### src/rtl/apb_filter_pkg.sv
// Shared definitions for the image-filter APB register block.
//   - one-hot state bit indices for the completer FSM
//   - register addresses
//   - CTRL / STATUS bit positions
package apb_filter_pkg;

  // One-hot state bit indices
  localparam int unsigned ST_IDLE_IDX   = 0;
  localparam int unsigned ST_WAIT_IDX   = 1;  // access phase, wait states still pending
  localparam int unsigned ST_ACCESS_IDX = 2;  // access phase, ready as soon as PENABLE is seen
  localparam int unsigned NUM_STATES    = 3;

  localparam logic [NUM_STATES-1:0] ST_IDLE   = 3'b001;
  localparam logic [NUM_STATES-1:0] ST_WAIT   = 3'b010;
  localparam logic [NUM_STATES-1:0] ST_ACCESS = 3'b100;

  // Register map
  localparam int unsigned ADDR_CTRL   = 0;
  localparam int unsigned ADDR_STATUS = 1;
  localparam int unsigned ADDR_COEF0  = 2;

  // CTRL bits
  localparam int unsigned CTRL_START_BIT  = 0;
  localparam int unsigned CTRL_ENABLE_BIT = 1;
  localparam int unsigned CTRL_MODE_LSB   = 2;

  // STATUS bits
  localparam int unsigned STATUS_BUSY_BIT = 0;
  localparam int unsigned STATUS_DONE_BIT = 1;

endpackage

### src/rtl/apb_wait_cnt.sv
// Load/decrement down-counter with a zero flag, used to time APB wait states.
// Ports:
//   clk_i       clock
//   rst_i       synchronous active-high reset (counter -> 0)
//   load_i      load load_val_i (has priority over decrement)
//   load_val_i  value to load
//   dec_i       decrement by one, saturating at zero
//   cnt_o       current count
//   zero_o      count is zero
module apb_wait_cnt #(
  parameter int unsigned Width = 4
) (
  input  logic             clk_i,
  input  logic             rst_i,
  input  logic             load_i,
  input  logic [Width-1:0] load_val_i,
  input  logic             dec_i,
  output logic [Width-1:0] cnt_o,
  output logic             zero_o
);

  logic [Width-1:0] cnt_q, cnt_d;

  always_comb begin
    cnt_d = cnt_q;
    if (load_i) begin
      cnt_d = load_val_i;
    end else if (dec_i && (cnt_q != '0)) begin
      cnt_d = cnt_q - Width'(1);
    end
  end

  always_ff @(posedge clk_i) begin
    if (rst_i) begin
      cnt_q <= '0;
    end else begin
      cnt_q <= cnt_d;
    end
  end

  assign cnt_o  = cnt_q;
  assign zero_o = (cnt_q == '0);

endmodule

### src/rtl/apb_filter_regs.sv
// APB completer holding the image-filter configuration: CTRL, STATUS and a bank of NUM_COEF
// kernel coefficients, with a programmable number of access-phase wait states.
// Ports:
//   clk, rst              clock, synchronous active-high reset
//   i_PADDR .. i_PWDATA   APB requester signals
//   o_PREADY/o_PRDATA/o_PSLVERR  APB completer responses
//   i_busy                filter busy, read back as STATUS bit0
//   i_done                filter done pulse, sets sticky STATUS bit1
//   o_start               one-cycle start pulse after a CTRL write with bit0 set
//   o_enable, o_mode      CTRL fields
//   o_coef                coefficient k at [k*DATA_WIDTH +: DATA_WIDTH]
module apb_filter_regs
  import apb_filter_pkg::*;
#(
  parameter int unsigned ADDR_WIDTH  = 10,
  parameter int unsigned DATA_WIDTH  = 8,
  parameter int unsigned NUM_COEF    = 9,
  parameter int unsigned WAIT_CYCLES = 2,
  parameter int unsigned CNT_WIDTH   = 4
) (
  input  logic                           clk,
  input  logic                           rst,
  input  logic [ADDR_WIDTH-1:0]          i_PADDR,
  input  logic                           i_PSEL,
  input  logic                           i_PENABLE,
  input  logic                           i_PWRITE,
  input  logic [DATA_WIDTH-1:0]          i_PWDATA,
  output logic                           o_PREADY,
  output logic [DATA_WIDTH-1:0]          o_PRDATA,
  output logic                           o_PSLVERR,
  input  logic                           i_busy,
  input  logic                           i_done,
  output logic                           o_start,
  output logic                           o_enable,
  output logic [1:0]                     o_mode,
  output logic [NUM_COEF*DATA_WIDTH-1:0] o_coef
);

  localparam int unsigned NumRegs = ADDR_COEF0 + NUM_COEF;

  logic [NUM_STATES-1:0] state_q, state_d;
  logic                  setup;
  logic                  cnt_load, cnt_dec, cnt_zero;
  logic [CNT_WIDTH-1:0]  cnt;
  logic                  pready;

  logic                  addr_valid, is_ctrl, is_status;
  logic                  wr_commit;
  logic [DATA_WIDTH-1:0] rd_mux;

  logic                  enable_q, enable_d;
  logic [1:0]            mode_q, mode_d;
  logic                  done_q, done_d;
  logic                  start_q, start_d;

  // ---------------------------------------------------------------------------
  // Transfer FSM
  // ---------------------------------------------------------------------------
  assign setup    = i_PSEL & ~i_PENABLE;
  assign cnt_load = state_q[ST_IDLE_IDX] & setup;
  assign cnt_dec  = ~state_q[ST_IDLE_IDX] & i_PSEL;

  apb_wait_cnt #(
    .Width(CNT_WIDTH)
  ) u_wait_cnt (
    .clk_i     (clk),
    .rst_i     (rst),
    .load_i    (cnt_load),
    .load_val_i(CNT_WIDTH'(WAIT_CYCLES)),
    .dec_i     (cnt_dec),
    .cnt_o     (cnt),
    .zero_o    (cnt_zero)
  );

  always_ff @(posedge clk) begin
    if (rst) begin
      state_q <= ST_IDLE;
    end else begin
      state_q <= state_d;
    end
  end

  always_comb begin
    state_d = state_q;
    unique case (1'b1)
      state_q[ST_IDLE_IDX]: begin
        // PSEL & PENABLE without a preceding setup is ignored here.
        if (setup) state_d = (WAIT_CYCLES == 0) ? ST_ACCESS : ST_WAIT;
      end
      state_q[ST_WAIT_IDX]: begin
        if (!i_PSEL) begin
          state_d = ST_IDLE;
        end else if (cnt == CNT_WIDTH'(1)) begin
          state_d = ST_ACCESS;  // counter reaches zero on this edge
        end
      end
      state_q[ST_ACCESS_IDX]: begin
        if (!i_PSEL || pready) state_d = ST_IDLE;
      end
      default: state_d = ST_IDLE;
    endcase
  end

  always_comb begin
    pready = state_q[ST_ACCESS_IDX] & cnt_zero & i_PSEL & i_PENABLE;
  end

  // ---------------------------------------------------------------------------
  // Address decode and responses
  // ---------------------------------------------------------------------------
  assign addr_valid = (32'(i_PADDR) < NumRegs);
  assign is_ctrl    = (i_PADDR == ADDR_WIDTH'(ADDR_CTRL));
  assign is_status  = (i_PADDR == ADDR_WIDTH'(ADDR_STATUS));
  assign wr_commit  = pready & i_PWRITE & addr_valid;

  always_comb begin
    rd_mux = '0;
    if (is_ctrl) begin
      rd_mux[CTRL_ENABLE_BIT]        = enable_q;
      rd_mux[CTRL_MODE_LSB +: 2]     = mode_q;
    end else if (is_status) begin
      rd_mux[STATUS_BUSY_BIT]        = i_busy;
      rd_mux[STATUS_DONE_BIT]        = done_q;
    end
    for (int k = 0; k < NUM_COEF; k++) begin
      if (i_PADDR == ADDR_WIDTH'(ADDR_COEF0 + k)) rd_mux = o_coef[k*DATA_WIDTH +: DATA_WIDTH];
    end
  end

  assign o_PREADY  = pready;
  assign o_PRDATA  = (pready & ~i_PWRITE & addr_valid) ? rd_mux : '0;
  assign o_PSLVERR = pready & ~addr_valid;

  // ---------------------------------------------------------------------------
  // CTRL / STATUS
  // ---------------------------------------------------------------------------
  always_comb begin
    enable_d = enable_q;
    mode_d   = mode_q;
    done_d   = done_q;
    start_d  = 1'b0;
    if (wr_commit && is_ctrl) begin
      enable_d = i_PWDATA[CTRL_ENABLE_BIT];
      mode_d   = i_PWDATA[CTRL_MODE_LSB +: 2];
      start_d  = i_PWDATA[CTRL_START_BIT];
    end
    if (wr_commit && is_status && i_PWDATA[STATUS_DONE_BIT]) done_d = 1'b0;
    // A done pulse coinciding with a clear must not be lost.
    if (i_done) done_d = 1'b1;
  end

  always_ff @(posedge clk) begin
    if (rst) begin
      enable_q <= 1'b0;
      mode_q   <= 2'b00;
      done_q   <= 1'b0;
      start_q  <= 1'b0;
    end else begin
      enable_q <= enable_d;
      mode_q   <= mode_d;
      done_q   <= done_d;
      start_q  <= start_d;
    end
  end

  assign o_start  = start_q;
  assign o_enable = enable_q;
  assign o_mode   = mode_q;

  // ---------------------------------------------------------------------------
  // Coefficient bank
  // ---------------------------------------------------------------------------
  for (genvar k = 0; k < NUM_COEF; k++) begin : g_coef
    logic                  we;
    logic [DATA_WIDTH-1:0] coef_q;

    assign we = wr_commit & (i_PADDR == ADDR_WIDTH'(ADDR_COEF0 + k));

    always_ff @(posedge clk) begin
      if (rst) begin
        coef_q <= '0;
      end else if (we) begin
        coef_q <= i_PWDATA;
      end
    end

    assign o_coef[k*DATA_WIDTH +: DATA_WIDTH] = coef_q;
  end

endmodule

### config.mk
export PLATFORM = sky130hd
export DESIGN_NAME = apb_filter_regs
export DESIGN_NICKNAME = d
export VERILOG_FILES = /design/src/rtl/apb_filter_pkg.sv /design/src/rtl/apb_wait_cnt.sv /design/src/rtl/apb_filter_regs.sv
export SDC_FILE = /design/constraint.sdc
export NUM_CORES = 1
export LEC_CHECK = 0
export ABC_AREA = 1
export CAP_MARGIN = 20
export CELL_PAD_IN_SITES_DETAIL_PLACEMENT = 0
export CELL_PAD_IN_SITES_GLOBAL_PLACEMENT = 1
export CORE_AREA = 2 2 121 123
export DETAILED_ROUTE_END_ITERATION = 8
export DIE_AREA = 0 0 123 125
export PLACE_DENSITY = 0.75
export SYNTH_ARGS = -nofsm -noshare
export SYNTH_HDL_FRONTEND = slang
export SYNTH_SLANG_ARGS = --single-unit
### constraint.sdc
create_clock -name clk -period 3.7 [get_ports clk]
set_clock_uncertainty 0.05 [all_clocks]
set_input_delay 0.74 -clock clk [delete_from_list [all_inputs] [get_ports clk]]
set_output_delay 0.74 -clock clk [all_outputs]
set_load 0.01 [all_outputs]
==> impl_metrics.yaml, run 1 <==
yosys:
  synthTopCellsByCount: "a21oi_1 (98), dfxtp_1 (84), nand2_1 (84)"
  yosysMostFrequentCell: "a21oi_1"
  yosysUniqueCellTypes: 41
  yosysSeqAreaShare: 0.407
  synth_top_family_by_area: "compound AO/OA/AOI/OAI gates"
  synth_nets: 562
  synthArstFlopShare: 0
  synthSimpleGateAreaFrac: 0.228
  yosys.area_share.xor_xnor: 0
  yosys.area_share.adder: 0.00908
  ys_ff_latch: 84
  synth_top_cell_area_share: 0.407
  synth_warnings: 0
  syn_inst: 534
  syn_avg_cell_area_um2: 7.74
  synth_enable_flop_cells: 0
  synth_area_um2: 4140
  ys.flop_type: "dfxtp_1"
  synth-compound-area-share: 0.260
  yosys-top-cells-area: "dfxtp_1 (41%), a21oi_1 (12%), o21ai_0 (9.3%)"
  synth_area_leader_cell: "dfxtp_1"
  muxShareOfSynthArea: 0
die:
  core_um2: 14200
  io_pins: 111
  die_area_um2: 15400
  chipHeight_um: 125
  num_rows: 44
  die_w_um: 123
  start_util: 0.291
power:
  p_leak_nw: 2.78
  pwr_density_cell_nw_per_um2: 315
  ir_drop_uv: 199
hold_path:
  hold_end: "state_q[2]"
  hold_class: "flop to flop"
  min_from: "state_q[1]"
  hold_depth: 2
grt:
  grt-ovfl-total: 0
  grt_pass1_wl_um: 21800
  grt_max_degree: 44
  antenna_found_initial: 0
  grt_pass1_vias: 3974
  gr-usage-all-layers: 0.185
drt:
  post_drt_wl_per_cell_um: 16.4
  vias: 4275
  first_pass_iters: 5
  drc_errors: 0
  postRouteAntennaNets: 0
  drt_iter0_markers: 258
  drt-vias-per-instance: 4.85
  wirelength_um: 14500
clock_network:
  postCtsHoldBufs: 0
  cts_tree: "built"
  path_clk_slew_ps: 50
  cts_sinks: 84
  cts.path.max_buffers: 2
  insertion_delay_ps: 330
  clockRootBuffer: "clkbuf_16"
  htreeDepth: 3
  cts_buffers: 9
placement:
  routabilityCongestion: 0.854
  place_area_um2: 5630
  dp_slack_ps: -584
  io_buffers: 110
  dp_hpwl_um: 10400
sta:
  slew_violations: 0
  hold_viol_final: 0
  relSlewSlack: 0.632
  worstMarginPinSlew_ps: 549
  finalSetupViolCount: 0
  rsz0062_at_grt: "no"
  min_period_ps: 3550
  fin_crit_sh: 0.960
  worst_slack_ps: 150
  fmax_mhz: 282
worst_setup_path:
  critPathMaxStageDelay_ps: 290
  path_max_fanout: 12
  path_common_cell: "buf_4"
  cp.required_ps: 2910
  crit_start: "i_PADDR[4]"
  critPathKind: "primary input to primary output"
  end_kind: "primary output"
  r2r_setup_slack_ps: 1410
  reg2reg_depth: 10
  worstReg2RegStart: "u_wait_cnt.cnt_o[1]"
  crit_slowest_cell: "dlygate4sd2_1"
  crit_arrival_ps: 2760
  critPathLaunchType: "primary input"
  rr_endpoint: "g_coef[8].coef_q[1]"
  worstPathCellList: "dlygate4sd2_1 -> nor2_4 -> buf_4 -> nand3_2 -> buf_4 -> buf_4 -> buf_4 -> nor2_1 -> buf_4 -> buf_4 -> nor2_1 -> o21ai_1 -> a21oi_1 -> dlygate4sd2_1"
finish:
  post-route-util: 0.431
  drive_gt1_frac: 0.206
  antenna_cells: 0
  final_nets: 723
  area_delta_synth_final_pct: 48.1
  fin_area_um2: 6130
run:
  cap_violations: 0
outcome:
  status: "completed"
## timing repair
action / CTS / global route
endpoints found under the setup margin: 8 / 8
pin swaps: 11 / 13
setup buffers: 7 / 6
gates resized for setup: 47 / 22
cloned: 0 / 1
## layer usage
| layer | track usage | part of all wire |
|---|---|---|
| met1 | 0.258 | 0.46 |
| met2 | 0.281 | 0.45 |
| met3 | 0.0292 | 0.065 |
| met4 | 0.0769 | 0.027 |
| met5 | 0 | 0 |
## power by group
group / total (W) / switching [W] / internal [W]
Combinational: 0.000124 / 0.0000748 / 0.0000490
Sequential: 0.000911 / 0.00000306 / 0.000908
Clock: 0.000897 / 0.000346 / 0.000551
## cell type report
class | instances | area [um^2]
repair inverters | 1 | 7.51
inverters | 49 | 201
clock buffers | 12 | 256
flip-flops and latches | 84 | 1680
multi-input cells | 379 | 2160
clock inverters | 2 | 35.0
fillers | 1412 | 8080
repair buffers | 171 | 1550
well taps | 184 | 230
## per-stage QoR
stage	hold WS (ps)	total power, W	TNS [ps]	cells
CTS	458	0.00194	0	875
floorplan	394	0.000977	0	534
global placement	429	0.00104	-3840	854
global route	466	0.00199	0	882
detailed placement	448	0.00104	-3930	854
finish	460	0.00193	0	882
## layout by cell type (no fill, tap or decap), types with 6 or more instances in the layout
master,count
inv_2,8
o21ai_1,18
clkbuf_16,9
or2_2,6
o21ai_0,74
dlygate4sd2_1,6
a21oi_1,94
buf_4,61
clkinv_1,9
dfxtp_1,84
inv_1,30
dlymetal6s2s_1,6
nor2_4,7
a21oi_2,6
nand2_1,80
nor2_1,28
nand3_1,12
nor2_8,8
clkdlybuf4s50_1,92
## how the worst max path moves through the flow
stage | cells past startpoint | to | slack [ps]
floorplan | 14 | o_PRDATA[6] | 780
global placement | 12 | o_PRDATA[7] | -580
detailed placement | 12 | o_PRDATA[7] | -580
CTS | 16 | o_PRDATA[3] | 3
global route | 20 | o_PRDATA[1] | 20
finish | 14 | o_PRDATA[4] | 150
## cells by family (layout without fill, tap and decap cells)
family / Yosys count / in the layout
compound gates: 205 / 205
fa+ha+maj: 3 / 3
buf+inv: 71 / 235
flops: 84 / 84
simple gates: 171 / 171
## registers in the layout, summed over array words and instances (netlist names)
| name | cells |
|---|---|
| done_q | 1 |
| g_coef.coef_q | 72 |
| o_enable | 1 |
| o_mode | 2 |
| o_start | 1 |
| state_q | 3 |
| u_wait_cnt.cnt_o | 4 |
## critical path: cells and delay by family
| kind | cells | cell delay, ps |
|---|---|---|
| buffers and inverters | 8 | 1430 |
| AOI/OAI and AO/OA | 2 | 200 |
| and+or+nand+nor | 4 | 390 |
(Power assumes the default switching activity.)
==> run 2, diff against run 1 <==
--- a/config.mk
+++ b/config.mk
@@ -12,7 +12,7 @@
 export CORE_AREA = 2 2 121 123
 export DETAILED_ROUTE_END_ITERATION = 8
 export DIE_AREA = 0 0 123 125
-export PLACE_DENSITY = 0.75
+export PLACE_DENSITY_LB_ADDON = 0.08
 export SYNTH_ARGS = -nofsm -noshare
 export SYNTH_HDL_FRONTEND = slang
 export SYNTH_SLANG_ARGS = --single-unit
==> impl_metrics.yaml, run 2 (synthesized netlist as in run 1, its figures left out) <==
sta:
  tns_ps: 0
  hold_viol_final: 0
  min_period_ps: 3510
  slew_violations: 0
  fmax_mhz: 285
  finalSetupViolCount: 0
  fin_crit_sh: 0.949
  rsz0062_at_grt: "no"
  worstMarginPinSlew_ps: 714
  relSlewSlack: 0.524
power:
  total_power_w: 0.00200
  ir_drop_uv: 235
  p_leak_nw: 2.69
  power_frac_seq: 0.456
  p_int_w: 0.00156
  clkPwrFrac: 0.485
  pwr_density_cell_nw_per_um2: 331
  combPwrFrac: 0.059
  p_switching_w: 0.000441
  switching_share: 0.221
finish:
  drive_gt1_frac: 0.194
  top_register: "g_coef.coef_q"
  final_nets: 709
  mostFrequentLayoutCell: "a21oi_1"
  mostFrequentLayoutCells: "a21oi_1 (95), clkdlybuf4s50_1 (92), dfxtp_1 (84), nand2_1 (77), o21ai_0 (74)"
  area_delta_synth_final_pct: 45.8
  largest_reg_flops: 72
  final_cells: 869
grt:
  grt-ovfl-total: 0
  grt_max_degree: 76
  antenna_found_initial: 1
  gr-usage-all-layers: 0.191
  grt_pass1_vias: 3852
  grt_pass1_wl_um: 22100
die:
  chipHeight_um: 125
  die_area_um2: 15400
  core_um2: 14200
  die_w_um: 123
  start_util: 0.291
  num_rows: 44
  io_pins: 111
drt:
  wirelength_um: 14500
  post_drt_wl_per_cell_um: 16.7
  drc_errors: 0
  drt_iter0_markers: 231
  postRouteAntennaNets: 0
  first_pass_iters: 5
  drt-vias-per-instance: 4.73
  vias: 4110
clock_network:
  postCtsHoldBufs: 0
  cts.path.max_buffers: 2
  insertion_delay_ps: 350
  cts_buffers: 9
  cts_sinks: 84
  cts_tree: "built"
  path_clk_slew_ps: 60
  clockRootBuffer: "clkbuf_16"
  htreeDepth: 3
worst_setup_path:
  r2r_setup_slack_ps: 1600
  worstPathCellList: "clkdlybuf4s15_1 -> nor2_4 -> nand3_4 -> nor2_4 -> buf_4 -> nand2_2 -> or2_0 -> nand2_1 -> nand2_1 -> nand2_1 -> nand2_1 -> nand2_2 -> nand2_2 -> nand2_1 -> nand2_1 -> nand2_1 -> nand2_2 -> nand2_2 -> a21oi_2 -> buf_2"
  path_max_fanout: 5
  crit_slowest_cell: "clkdlybuf4s15_1"
  end_kind: "primary output"
  critPathLaunchType: "primary input"
  crit_family: "simple AND/OR/NAND/NOR gates"
  critPathKind: "primary input to primary output"
  reg2reg_depth: 10
  cp.required_ps: 2910
  worstReg2RegStart: "u_wait_cnt.cnt_o[1]"
  crit_arrival_ps: 2720
  path_common_cell: "nand2_1"
  critPathMaxStageDelay_ps: 220
  critPathBufInv: 3
  rr_endpoint: "g_coef[4].coef_q[6]"
hold_path:
  hold_class: "flop to flop"
  hold_end: "done_q"
  hold_depth: 2
  min_from: "done_q"
placement:
  io_buffers: 110
  routabilityCongestion: 0.799
  dp_hpwl_um: 10400
  dp_cells: 844
outcome:
  status: "completed"
run:
  cap_violations: 0
[run 2: cell count changes in the layout (fill, tap and decap cells not counted), moves of 3 or more]
cell / delta
clkbuf_2: +6
buf_4: -18
dlymetal6s2s_1: -3
nand2_2: +6
nand2_1: -3
nand2_4: -3
[run 2: per-layer routing]
layer | part of all wire | up-vias | global-route usage
met5 | 0 | - | 0
met4 | 0.016 | 0 | 0.0662
met3 | 0.045 | 14 | 0.0324
met2 | 0.45 | 97 | 0.285
met1 | 0.49 | 1895 | 0.276
li1 | - | 2104 | -
[run 2: metrics by stage]
step           hold WS (ps)   util  setup slack (ps)  cell area, um^2
2_1_floorplan           394      -               781             4140
3_3_place_gp            431  0.392              -513             5570
5_1_grt                 469  0.424              3.51             6030
6_report                444  0.425               190             6030
4_1_cts                 454  0.420             -29.3             5960
3_5_place_dp            442  0.392              -516             5570
[run 2: final cells by class]
class	count	area (um^2)
diodes	1	2.50
clock buffers	12	246
clock inverters	2	60.1
fillers	1489	8170
inverters	49	198
multi-input cells	379	2160
flip-flops and latches	84	1680
well taps	184	230
repair buffers	158	1450
[run 2: worst min-delay path, delay by kind of cell (launching register included)]
family,cells,cell delay (ps)
DFF,1,310
AOI/OAI and AO/OA,2,130
[run 2: power groups by stage]
stage / clock network [W] / logic, W / registers (W)
6_report: 0.000968 / 0.000118 / 0.000911
5_1_grt: 0.00102 / 0.000127 / 0.000910
4_1_cts: 0.000987 / 0.000115 / 0.000910
3_5_place_dp: 0 / 0.000111 / 0.000931
3_3_place_gp: 0 / 0.000110 / 0.000931
2_1_floorplan: 0 / 0.0000473 / 0.000930
[run 2: worst max path at each step]
stage	from	to	slack [ps]	cells past startpoint
after floorplan	i_PADDR[6]	o_PRDATA[6]	780	14
after global placement	i_PADDR[0]	o_PRDATA[0]	-510	20
after detailed placement	i_PADDR[8]	o_PRDATA[0]	-520	20
after CTS	i_PADDR[0]	o_PRDATA[1]	-30	20
after global routing	i_PADDR[1]	o_PRDATA[1]	4	21
final	i_PADDR[8]	o_PRDATA[1]	190	20
[run 2: what timing repair did]
item	in CTS	in global routing
gates cloned	0	1
endpoints found under the setup margin	8	8
hold endpoints to repair	0	0
pin swaps	13	20
setup buffers	5	4
gates resized for setup	48	28
